[config.mk]
export PLATFORM = sky130hd
export DESIGN_NAME = seg_scan_ctrl_flat
export DESIGN_NICKNAME = d
export VERILOG_FILES = /design/src/rtl/seg_pkg.sv /design/src/rtl/seg_scan_ctrl_if.sv /design/src/rtl/seg_decode.sv /design/src/rtl/seg_scan_ctrl.sv /design/src/flat_wrapper.sv
export SDC_FILE = /design/constraint.sdc
export NUM_CORES = 1
export LEC_CHECK = 0
export ABC_AREA = 1
export CAP_MARGIN = 5
export CORE_UTILIZATION = 51
export DETAILED_ROUTE_END_ITERATION = 16
export GPL_TIMING_DRIVEN = 0
export PLACE_DENSITY = 0.81
export SLEW_MARGIN = 20
export SYNTH_ARGS = -nofsm -noshare
export SYNTH_HDL_FRONTEND = slang
export SYNTH_SLANG_ARGS = --single-unit
[constraint.sdc]
create_clock -name clk -period 2.7 [get_ports clk]
set_input_delay 0.54 -clock clk [delete_from_list [all_inputs] [get_ports clk]]
set_output_delay 0.54 -clock clk [all_outputs]
set_load 0.01 [all_outputs]
[src/rtl/seg_pkg.sv]
// Shared definitions for the 7-segment scan controller: active-low segment
// codes, the scan FSM state type and the leading-zero blank mask helper.
package seg_pkg;

    localparam logic [7:0] SEG_0       = 8'hc0;
    localparam logic [7:0] SEG_1       = 8'hf9;
    localparam logic [7:0] SEG_2       = 8'ha4;
    localparam logic [7:0] SEG_3       = 8'hb0;
    localparam logic [7:0] SEG_4       = 8'h99;
    localparam logic [7:0] SEG_5       = 8'h92;
    localparam logic [7:0] SEG_6       = 8'h82;
    localparam logic [7:0] SEG_7       = 8'hf8;
    localparam logic [7:0] SEG_8       = 8'h80;
    localparam logic [7:0] SEG_9       = 8'h90;
    localparam logic [7:0] SEG_MINUS   = 8'hbf;
    localparam logic [7:0] SEG_BLANK   = 8'hff;
    localparam logic [7:0] SEG_DP_MASK = 8'h7f;

    typedef enum logic [1:0] {
        IDLE = 2'd0,
        GAP  = 2'd1,
        SHOW = 2'd2
    } scan_state_t;

    // Bit i set when digit i sits above the most significant nonzero nibble.
    // Digit 0 is never blanked so a zero value still shows "0".
    function automatic logic [7:0] lz_blank_mask(input logic [31:0] bcd, input int num_digits);
        logic [7:0] mask;
        logic       seen;
        mask = 8'h00;
        seen = 1'b0;
        for (int i = 7; i >= 1; i--) begin
            seen    = seen | ((i < num_digits) && (bcd[4*i +: 4] != 4'd0));
            mask[i] = (i < num_digits) && !seen;
        end
        return mask;
    endfunction

endpackage

[src/rtl/seg_scan_ctrl_if.sv]
// Load channel of the scan controller: packed BCD value plus decimal points
// offered over a valid/ready handshake.
interface seg_scan_ctrl_if #(
    parameter int NUM_DIGITS = 4
);
    logic [4*NUM_DIGITS-1:0] bcd_in;
    logic [NUM_DIGITS-1:0]   dp_in;
    logic                    load_valid;
    logic                    load_ready;

    modport master (
        output bcd_in,
        output dp_in,
        output load_valid,
        input  load_ready
    );

    modport slave (
        input  bcd_in,
        input  dp_in,
        input  load_valid,
        output load_ready
    );
endinterface

[src/rtl/seg_decode.sv]
// Combinational BCD nibble to active-low 7-segment code (bit7 = dp, left off).
module seg_decode
    import seg_pkg::*;
(
    input  logic [3:0] nib,
    output logic [7:0] seg
);

    // Table lookup; 4'hA is the minus sign, B..F are blank
    always_comb begin
        seg = SEG_BLANK;
        case (nib)
            4'd0:    seg = SEG_0;
            4'd1:    seg = SEG_1;
            4'd2:    seg = SEG_2;
            4'd3:    seg = SEG_3;
            4'd4:    seg = SEG_4;
            4'd5:    seg = SEG_5;
            4'd6:    seg = SEG_6;
            4'd7:    seg = SEG_7;
            4'd8:    seg = SEG_8;
            4'd9:    seg = SEG_9;
            4'd10:   seg = SEG_MINUS;
            default: seg = SEG_BLANK;
        endcase
    end

endmodule

[src/rtl/seg_scan_ctrl.sv]
// Time-multiplexed scan controller for a common-anode 7-segment bank.
// A loaded value waits in a pending buffer and is swapped into the display
// buffer only at a frame boundary (or from IDLE), so a frame never tears.
// Each digit slot is CLK_DIV cycles: GAP_CYCLES blank, then the digit shown.
// Optional build macro SEG_LZ_BLANK_EN enables leading-zero blanking.
module seg_scan_ctrl
    import seg_pkg::*;
#(
    parameter int NUM_DIGITS = 4,
    parameter int CLK_DIV    = 50000,
    parameter int GAP_CYCLES = 500
) (
    input  logic                  clk,
    input  logic                  rst,
    seg_scan_ctrl_if.slave        load,
    output logic [7:0]            seg_n,
    output logic [NUM_DIGITS-1:0] dig_n,
    output logic                  frame_done
);

    localparam int              PW        = (CLK_DIV > 1) ? $clog2(CLK_DIV) : 1;
    localparam int              IW        = (NUM_DIGITS > 1) ? $clog2(NUM_DIGITS) : 1;
    localparam int              BW        = 4 * NUM_DIGITS;
    localparam logic [PW-1:0]   GAP_LAST  = PW'(GAP_CYCLES - 1);
    localparam logic [PW-1:0]   SLOT_LAST = PW'(CLK_DIV - 1);
    localparam logic [IW-1:0]   IDX_LAST  = IW'(NUM_DIGITS - 1);
    localparam logic [NUM_DIGITS-1:0] DIG_ONE  = NUM_DIGITS'(1'b1);
    localparam logic [NUM_DIGITS-1:0] DIG_NONE = {NUM_DIGITS{1'b1}};

    if ((NUM_DIGITS < 1) || (NUM_DIGITS > 8) || (GAP_CYCLES < 1) ||
        (GAP_CYCLES >= CLK_DIV) || (CLK_DIV < 4)) begin : g_bad_params
        $error("seg_scan_ctrl: illegal NUM_DIGITS/CLK_DIV/GAP_CYCLES");
    end

    scan_state_t             state_r, state_nxt_s;
    logic [PW-1:0]           presc_r, presc_nxt_s;
    logic [IW-1:0]           idx_r, idx_nxt_s;
    logic [BW-1:0]           pend_bcd_r, disp_bcd_r, disp_bcd_nxt_s;
    logic [NUM_DIGITS-1:0]   pend_dp_r, disp_dp_r, disp_dp_nxt_s;
    logic [NUM_DIGITS-1:0]   blank_r, blank_nxt_s;
    logic                    pend_vld_r, pend_vld_nxt_s;
    logic                    load_ready_r;
    logic                    accept_s, swap_s, frame_done_nxt_s;
    logic [3:0]              nib_s;
    logic                    dp_s, blk_s;
    logic [7:0]              dec_s, seg_nxt_s;
    logic [NUM_DIGITS-1:0]   dig_nxt_s;

    assign load.load_ready = load_ready_r;
    assign accept_s        = load.load_valid && load_ready_r;

    // Scan sequencing: slot prescaler, digit index and frame boundary detection
    always_comb begin
        state_nxt_s      = state_r;
        presc_nxt_s      = presc_r;
        idx_nxt_s        = idx_r;
        frame_done_nxt_s = 1'b0;
        swap_s           = 1'b0;
        case (state_r)
            IDLE: begin
                if (pend_vld_r) begin
                    state_nxt_s = GAP;
                    presc_nxt_s = {PW{1'b0}};
                    idx_nxt_s   = {IW{1'b0}};
                    swap_s      = 1'b1;
                end else begin
                    state_nxt_s = IDLE;
                end
            end
            GAP: begin
                presc_nxt_s = presc_r + PW'(1);
                if (presc_r == GAP_LAST) begin
                    state_nxt_s = SHOW;
                end else begin
                    state_nxt_s = GAP;
                end
            end
            SHOW: begin
                if (presc_r == SLOT_LAST) begin
                    presc_nxt_s = {PW{1'b0}};
                    state_nxt_s = GAP;
                    if (idx_r == IDX_LAST) begin
                        idx_nxt_s        = {IW{1'b0}};
                        frame_done_nxt_s = 1'b1;
                        swap_s           = pend_vld_r;
                    end else begin
                        idx_nxt_s = idx_r + IW'(1);
                    end
                end else begin
                    presc_nxt_s = presc_r + PW'(1);
                end
            end
            default: begin
                state_nxt_s = IDLE;
                presc_nxt_s = {PW{1'b0}};
                idx_nxt_s   = {IW{1'b0}};
            end
        endcase
    end

    // Pending/display buffers; accept and swap never coincide since ready = !pend_vld
    always_comb begin
        disp_bcd_nxt_s = disp_bcd_r;
        disp_dp_nxt_s  = disp_dp_r;
        blank_nxt_s    = blank_r;
        pend_vld_nxt_s = pend_vld_r;
        if (accept_s) begin
            pend_vld_nxt_s = 1'b1;
        end else if (swap_s) begin
            pend_vld_nxt_s = 1'b0;
        end else begin
            pend_vld_nxt_s = pend_vld_r;
        end
        if (swap_s) begin
            disp_bcd_nxt_s = pend_bcd_r;
            disp_dp_nxt_s  = pend_dp_r;
`ifdef SEG_LZ_BLANK_EN
            blank_nxt_s    = NUM_DIGITS'(lz_blank_mask(32'(pend_bcd_r), NUM_DIGITS));
`else
            blank_nxt_s    = {NUM_DIGITS{1'b0}};
`endif
        end else begin
            disp_bcd_nxt_s = disp_bcd_r;
            disp_dp_nxt_s  = disp_dp_r;
        end
    end

    assign nib_s = disp_bcd_nxt_s[{idx_nxt_s, 2'b00} +: 4];
    assign dp_s  = disp_dp_nxt_s[idx_nxt_s];
    assign blk_s = blank_nxt_s[idx_nxt_s];

    seg_decode u_decode (
        .nib (nib_s),
        .seg (dec_s)
    );

    // Next output codes follow the next state so outputs switch with the state
    always_comb begin
        seg_nxt_s = SEG_BLANK;
        dig_nxt_s = DIG_NONE;
        case (state_nxt_s)
            SHOW: begin
                dig_nxt_s = ~(DIG_ONE << idx_nxt_s);
                seg_nxt_s = (blk_s ? SEG_BLANK : dec_s) & (dp_s ? SEG_DP_MASK : SEG_BLANK);
            end
            default: begin
                seg_nxt_s = SEG_BLANK;
                dig_nxt_s = DIG_NONE;
            end
        endcase
    end

    // State, buffers and registered outputs; reset blanks the bank and drops any pending load
    always_ff @(posedge clk) begin
        if (!rst) begin
            state_r      <= IDLE;
            presc_r      <= {PW{1'b0}};
            idx_r        <= {IW{1'b0}};
            pend_bcd_r   <= {BW{1'b0}};
            pend_dp_r    <= {NUM_DIGITS{1'b0}};
            pend_vld_r   <= 1'b0;
            disp_bcd_r   <= {BW{1'b0}};
            disp_dp_r    <= {NUM_DIGITS{1'b0}};
            blank_r      <= {NUM_DIGITS{1'b0}};
            load_ready_r <= 1'b1;
            seg_n        <= SEG_BLANK;
            dig_n        <= DIG_NONE;
            frame_done   <= 1'b0;
        end else begin
            state_r      <= state_nxt_s;
            presc_r      <= presc_nxt_s;
            idx_r        <= idx_nxt_s;
            pend_vld_r   <= pend_vld_nxt_s;
            disp_bcd_r   <= disp_bcd_nxt_s;
            disp_dp_r    <= disp_dp_nxt_s;
            blank_r      <= blank_nxt_s;
            load_ready_r <= !pend_vld_nxt_s;
            seg_n        <= seg_nxt_s;
            dig_n        <= dig_nxt_s;
            frame_done   <= frame_done_nxt_s;
            if (accept_s) begin
                pend_bcd_r <= load.bcd_in;
                pend_dp_r  <= load.dp_in;
            end else begin
                pend_bcd_r <= pend_bcd_r;
                pend_dp_r  <= pend_dp_r;
            end
        end
    end

endmodule

[src/flat_wrapper.sv]
// flat-port wrapper written by rule: the top's interface ports become plain ports
module seg_scan_ctrl_flat import seg_pkg::*;
#(
    parameter int NUM_DIGITS = 4,
    parameter int CLK_DIV    = 50000,
    parameter int GAP_CYCLES = 500
)
  (clk, rst, seg_n, dig_n, frame_done, load_bcd_in, load_dp_in, load_load_valid, load_load_ready);
  seg_scan_ctrl_if #(.NUM_DIGITS(NUM_DIGITS)) load_i ();
  input  logic clk;
  input  logic rst;
  output logic [7:0] seg_n;
  output logic [NUM_DIGITS-1:0] dig_n;
  output logic frame_done;
  input wire logic [$bits(load_i.bcd_in)-1:0] load_bcd_in;
  input wire logic [$bits(load_i.dp_in)-1:0] load_dp_in;
  input wire logic [$bits(load_i.load_valid)-1:0] load_load_valid;
  output wire logic [$bits(load_i.load_ready)-1:0] load_load_ready;
  assign load_i.bcd_in = load_bcd_in;
  assign load_i.dp_in = load_dp_in;
  assign load_i.load_valid = load_load_valid;
  assign load_load_ready = load_i.load_ready;
  seg_scan_ctrl #(.NUM_DIGITS(NUM_DIGITS), .CLK_DIV(CLK_DIV), .GAP_CYCLES(GAP_CYCLES)) u_core (.clk(clk), .rst(rst), .load(load_i), .seg_n(seg_n), .dig_n(dig_n), .frame_done(frame_done));
endmodule
[Word-level counts from Yosys, hierarchy flattened]
Memory sizes are Yosys's and may differ from the RTL's.
Index checks and enable logic that the tools add are counted.
Storage, ports and cells
  register bits after elaboration: 79
  ROM bits: 112
  bits of input ports: 23
  output and inout port bits: 14
  word-level logic and storage cells: 60
  memories kept: 1
Memory list
  (name not given): depth 16, width 7, rd ports 1, clocked after Yosys merged registers in 0, wr ports 0, line seg_decode.sv:12  | case (nib)
Operators by class
  add/sub/neg operators: 2
  order comparisons: 1
  eq/ne operators: 7
  shift-type cells: 2
  mux-type cells: 27
  bitwise operators: 2
  reductions and logical operators: 5
Operators by type and width (number)
  16-bit two-way mux: 3
  16-bit one-hot mux with 3 select lines: 1
  16-bit by 1-bit adder with 16-bit output, second input constant: 1
  16-bit == test, second input constant: 1
  16-bit by 9-bit == test with 1-bit output, second input constant: 1
  8-bit two-way mux: 2
  16-bit by 5-bit variable part select with 4-bit output: 1
  2-bit one-hot mux with 3 select lines: 2
  2-bit two-way mux: 5
  1-bit two-way mux: 9
  8-bit AND: 1
  4-bit two-way mux: 2
  2-bit == test, second input constant: 3
  1-bit binary-select mux with 2-bit select: 2
  4-bit inverter: 1
  1-bit by 2-bit << shifter with 4-bit output, first input constant: 1
  2-bit by 3-bit < comparator with 1-bit output, second input constant: 1
  3-bit AND reduction: 1
  2-bit by 1-bit adder with 2-bit output, second input constant: 1
  2-bit by 1-bit == test with 1-bit output, second input constant: 1
  2-bit zero test: 1
  2-bit by 1-bit inequality test with 1-bit output, second input constant: 1
  1-bit one-hot mux with 2 select lines: 1
  2-bit AND reduction: 1
  2 further kinds: 2

[Logic depth before layout (Yosys ltp)]
  depth after elaboration: 9
  mapped depth: 19
  depth with buffers taken out: 18

[Hierarchy]
Synthesis repeated with hierarchy kept, for this count alone.
Second synthesis, totals
  cells, all modules: 501
  area, all modules: 3697.3 um^2
Modules (own cells, without submodules)
  seg_scan_ctrl: instances 1, cells an instance 462, area each 3462.1 um^2, sequential area each 1581.5 um^2
  seg_decode: instances 1, cells an instance 39, area each 235.2 um^2, sequential area each 0.0 um^2

[Worst setup path before layout]
No wires, ideal clock.
  path kind: register -> register
  start point: reg u_core.state_r[0]
  end point: reg u_core.seg_n[6]
  setup time: 117 ps
  data arrival time: 2211 ps
  required time: 2583 ps
  path slack: 373 ps
  stages on the path, launching flop included: 20
  path buffers: 1
  clock period less this slack: 2327 ps
  path through: dfxtp_1 > inv_1 > ha_1 > inv_1 > nor3_1 > nand3_2 > nand2_4 > inv_2 > buf_6 > nand2_2 > nand2_1 > nand2_1 > nand2_2 > nor2_4 > inv_1 > ha_1 > inv_1 > nand3_1 > a21oi_1 > nand2_1
Between the ends
  word-level cells in the longest chain between the ends: 7
  elaborated cells between the ends (all ways): 17
  classes of those cells: eq/ne (3); shift (1); mux (9); bitwise (1); reduce/logical (2); memory (1)
RTL lines
  start: declaration: line seg_scan_ctrl.sv:35  | scan_state_t state_r, state_nxt_s;
  start signal: assignment: line seg_scan_ctrl.sv:170  | state_r <= state_nxt_s;
  2-bit == test or 2-bit zero test (tied branches): line seg_scan_ctrl.sv:59  | case (state_r)
  1-bit one-hot mux with 2 select lines: line seg_scan_ctrl.sv:59
  16-bit two-way mux or 4-bit two-way mux (tied branches): line seg_scan_ctrl.sv:114  | if (swap_s) begin
  16-bit by 5-bit variable part select with 4-bit output or 1-bit binary-select mux with 2-bit select (tied branches): line seg_scan_ctrl.sv:128, seg_scan_ctrl.sv:130
  memory read 16 x 7 bit or 1-bit two-way mux (tied branches)
  8-bit two-way mux: line seg_scan_ctrl.sv:144  | seg_nxt_s = (blk_s ? SEG_BLANK : dec_s) & (dp_s ? SEG_DP_MASK : SEG_BLANK);
  8-bit AND: line seg_scan_ctrl.sv:144
  end signal: assignment: line seg_scan_ctrl.sv:178  | seg_n <= seg_nxt_s;
  end: declaration: line seg_scan_ctrl.sv:16  | output logic [7:0] seg_n,
Several ways; a longest one is shown, not always the timed one. The select of a mux whose other input is x is not followed.
A chain may end at the register's enable or synchronous reset.

[Worst setup path after layout]
  start point: reg u_core.presc_r[1]
  end point: reg u_core.seg_n[6]
Between the ends
  word-level cells in the longest chain between the ends: 8
  elaborated cells between the ends (all ways): 19
  classes of those cells: eq/ne (3); shift (1); mux (12); bitwise (1); reduce/logical (1); memory (1)
RTL lines
  start: declaration: line seg_scan_ctrl.sv:36  | logic [PW-1:0] presc_r, presc_nxt_s;
  start signal: assignment: line seg_scan_ctrl.sv:157  | presc_r <= {PW{1'b0}};
  start signal: assignment: line seg_scan_ctrl.sv:171  | presc_r <= presc_nxt_s;
  16-bit == test: line seg_scan_ctrl.sv:79  | if (presc_r == SLOT_LAST) begin
  1-bit two-way mux: line seg_scan_ctrl.sv:79
  1-bit one-hot mux with 2 select lines: line seg_scan_ctrl.sv:59
  16-bit two-way mux or 4-bit two-way mux (tied branches): line seg_scan_ctrl.sv:114
  16-bit by 5-bit variable part select with 4-bit output or 1-bit binary-select mux with 2-bit select (tied branches): line seg_scan_ctrl.sv:128, seg_scan_ctrl.sv:130
  memory read 16 x 7 bit or 1-bit two-way mux (tied branches)
  8-bit two-way mux: line seg_scan_ctrl.sv:144
  8-bit AND: line seg_scan_ctrl.sv:144
Several ways; a longest one is shown, not always the timed one. The select of a mux whose other input is x is not followed.

==> impl_metrics.tcl <==
set metrics [dict create \
    synth_fa_ha_area_share_pct 3.62 \
    antenna_left 0 \
    timing.rr.start "u_core.presc_r[1]" \
    syn-num-nets 552 \
    final_cell_mix "nand2_1 (119), dfxtp_1 (77), nor2_1 (74), nand3_1 (43), clkdlybuf4s50_1 (36)" \
    rows 31 \
    holdPathEnd "u_core.blank_r[1]" \
    crit_path_cell_trace "ha_4 -> nand3_4 -> nor2_4 -> nand3_2 -> nand2_4 -> inv_2 -> buf_6 -> nand2_2 -> nand2_1 -> nand2_1 -> nand2_1 -> nor2_4 -> inv_1 -> ha_1 -> inv_1 -> nand3_1 -> a21oi_1 -> nand2_1" \
    die_x_um 88.3 \
    wire_per_inst_um 12.4 \
    critPathKind "reg2reg" \
    drt-initial-drc-count 227 \
    drive_above_1_share_pct 14.0 \
    gr-total-overflow 0 \
    routed_via_density 5.11 \
    preCtsSetupSlack_ns 0.0306 \
    routed-wl-met3_um 386 \
    slowest_stage "dfxtp_1" \
    cp_top_family "simple AND/OR/NAND/NOR gates" \
    fmax_mhz 406 \
    fill_cells 640 \
    syn_area_per_cell_um2 7.34 \
    path_common_cell "nand2_1" \
    power_density_nw_per_um2 549 \
    leakage_nw 1.98 \
    dp_hpwl_um 6250 \
    seq_area_frac_synth_pct 41.6 \
    hold_slack_ns 0.451 \
    fin_crit_ns 2.46 \
    via_count 3432 \
    seqCellArea_um2 1580 \
    wl_met2_um 3870 \
    async_flop_share_pct 0 \
    io_buffers 36 \
    final_core_util_pct 63.4 \
    fin_ws_ns 0.238 \
    h-tree-depth 3 \
    fin_crit_sh_pct 91.2 \
    synth_top_family_by_area "simple AND/OR/NAND/NOR gates" \
    synth_compound_area_share_pct 10.7 \
    chipHeight_um 88.3 \
    layout_commonest_cell "nand2_1" \
    synth_xor_xnor_area_share_pct 0.922 \
    synth-edff-count 0 \
    core_area_um2 7210 \
    skew_ns 0.00681 \
    syn_inst 518 \
    cp_data_arrival_time_ns 2.72 \
    hold_class "reg2reg" \
    clk_pin_slew_ns 0.08 \
    grt_pass1_vias 3037 \
    synth_area_um2 3800 \
    ir_worst_vdd_mv 0.316 \
    synthSimpleGateAreaFrac_pct 35.5 \
    synthFlopType "dfxtp_1" \
    critPathMaxStageDelay_ns 0.41 \
    routabilityCongestion 0.881 \
    finalSetupTns_ns 0 \
    yosys_warnings 0 \
    hold_violations 0 \
    start_util_pct 52.7 \
    whs_path_depth 2 \
    drc 0 \
    firstDrtPassIters 4 \
    wirelength_um 8340 \
    hp-start "u_core.blank_r[1]" \
    track_usage_pct 23.1 \
    synthMuxAreaShare_pct 0.263 \
    max_slew.worst_pin.slew_ns 0.598 \
    drv_cap 0 \
    slew_violations 0 \
    cp_max_fo 10 \
    rsz0062_at_grt "true" \
    antenna_found_initial 0 \
    met1_length_um 3930 \
    worstPathRequired_ns 2.96 \
    grt_pass1_wl_um 13700 \
    nNetsFinal 601 \
    postLayoutCellArea_um2 4570 \
    rr_endpoint "u_core.seg_n[6]" \
    diodes 0 \
    max_slew_margin_pct 60.2 \
    pin_count 37 \
    cts_sinks 79 \
    crit_buf_inv 4 \
    cts-root-buf "clkbuf_8" \
    grt_max_degree 15 \
    highest_layer "met4" \
    setup_violations 0 \
    ys_types 40 \
    r2r_slack_ns 0.24 \
    fp.dieArea_um2 7800 \
    insertion_delay_ns 0.36 \
    ys_seq_elements 79 \
    r2r_cells 18 \
    cts-buffers-inserted 9 \
    placed_area_um2 4280 \
    status "finished, final reports clean" \
    clockBufferDepth 2 \
    critPathCaptureType "flip-flop" \
    multiInputGateArea_um2 1980 \
    area_growth_syn_to_layout_pct 20.3 \
    cts_tree "done" \
    start_kind "flip-flop" \
]
## cell families after synthesis
logic type,after synthesis
AO/OA/AOI/OAI,72
XOR/XNOR,4
adder cells (fa/ha/maj),11
buffers and inverters,60
flip-flops,79
multiplexers,1
AND/OR/NAND/NOR,291
## worst max path at each step
stage                           start         endpoint  slack, ns  depth (start not counted)
floorplan           u_core.state_r[0]  u_core.seg_n[6]       0.37                         19
CTS                 u_core.state_r[0]  u_core.seg_n[6]       0.02                         19
finish              u_core.presc_r[1]  u_core.seg_n[6]       0.24                         18
global route        u_core.state_r[0]  u_core.seg_n[6]     -0.007                         19
detailed placement  u_core.state_r[0]  u_core.seg_n[6]       0.03                         19
global placement    u_core.state_r[0]  u_core.seg_n[6]       0.11                         19
## power by group
| part | switching (W) | leakage [nW] | internal (W) | total (W) |
|---|---|---|---|---|
| sequential | 0.0000222 | 0.645 | 0.00121 | 0.00123 |
| combinational | 0.000169 | 1.22 | 0.000109 | 0.000279 |
| clock | 0.000451 | 0.113 | 0.000551 | 0.00100 |
| total | 0.000643 | 1.98 | 0.00187 | 0.00251 |
## worst min-delay path, delay by kind of cell, from the launching register on
family                 cells  cell delay, ns
flip-flops                 1            0.31
buffers and inverters      1            0.06
AND/OR/NAND/NOR            1            0.05
## layer usage
| layer | vias to the layer above | GRT usage [%] |
|---|---|---|
| met5 | - | 0 |
| li1 | 1768 | - |
| met3 | 12 | 4.29 |
| met4 | 0 | 10.1 |
| met2 | 87 | 36.8 |
| met1 | 1565 | 30.6 |
## synthesized netlist by cell type (2+ instances only)
cell type | number | area [um2]
inv_1 | 36 | 135
nor3_1 | 8 | 40.0
dfxtp_1 | 79 | 1580
nand2_1 | 119 | 447
nor2_2 | 5 | 31.3
a21oi_1 | 27 | 135
inv_2 | 4 | 15.0
a21oi_2 | 2 | 17.5
a211oi_1 | 2 | 15.0
nand2_4 | 6 | 67.6
clkbuf_1 | 6 | 22.5
ha_1 | 11 | 138
o21ai_0 | 31 | 155
o21a_1 | 2 | 15.0
nor2_4 | 5 | 56.3
buf_1 | 3 | 11.3
nand3_2 | 5 | 50.1
nor4_1 | 2 | 12.5
buf_2 | 2 | 10.0
nor2_1 | 74 | 278
nand3_1 | 43 | 215
nand2_2 | 16 | 100
a21o_1 | 2 | 15.0
buf_6 | 6 | 67.6
and3_1 | 2 | 12.5
nand4_1 | 4 | 25.0
xor2_1 | 3 | 26.3
## through the flow
step                      cells  power [W]
after floorplan             518    0.00143
after global placement      653    0.00151
after detailed placement    653    0.00153
after CTS                   669    0.00252
after global routing        671    0.00261
final                       671    0.00251
## sequential cells by signal (all words and copies together) (netlist names), 4 cells and up
signal	count
u_core.disp_dp_r	4
u_core.dig_n	4
u_core.seg_n	8
u_core.blank_r	4
u_core.presc_r	16
u_core.disp_bcd_r	16
u_core.pend_dp_r	4
u_core.pend_bcd_r	16
## area by class of cell
class | instances | area share, %
well taps | 99 | 2.71
clock inverters | 6 | 1.97
repair buffers | 38 | 8.21
multi-input cells | 379 | 43.3
plain buffers | 18 | 2.63
clock buffers | 10 | 3.01
flip-flops and latches | 79 | 34.6
inverters | 42 | 3.50
## what timing repair did
item	4_1_cts	5_1_grt
endpoints found under the hold margin	0	0
setup endpoints to repair	0	6
resized for setup	0	12
buffers inserted	0	2
hold buffers	0	0
Power figures use the tool's default switching activity.
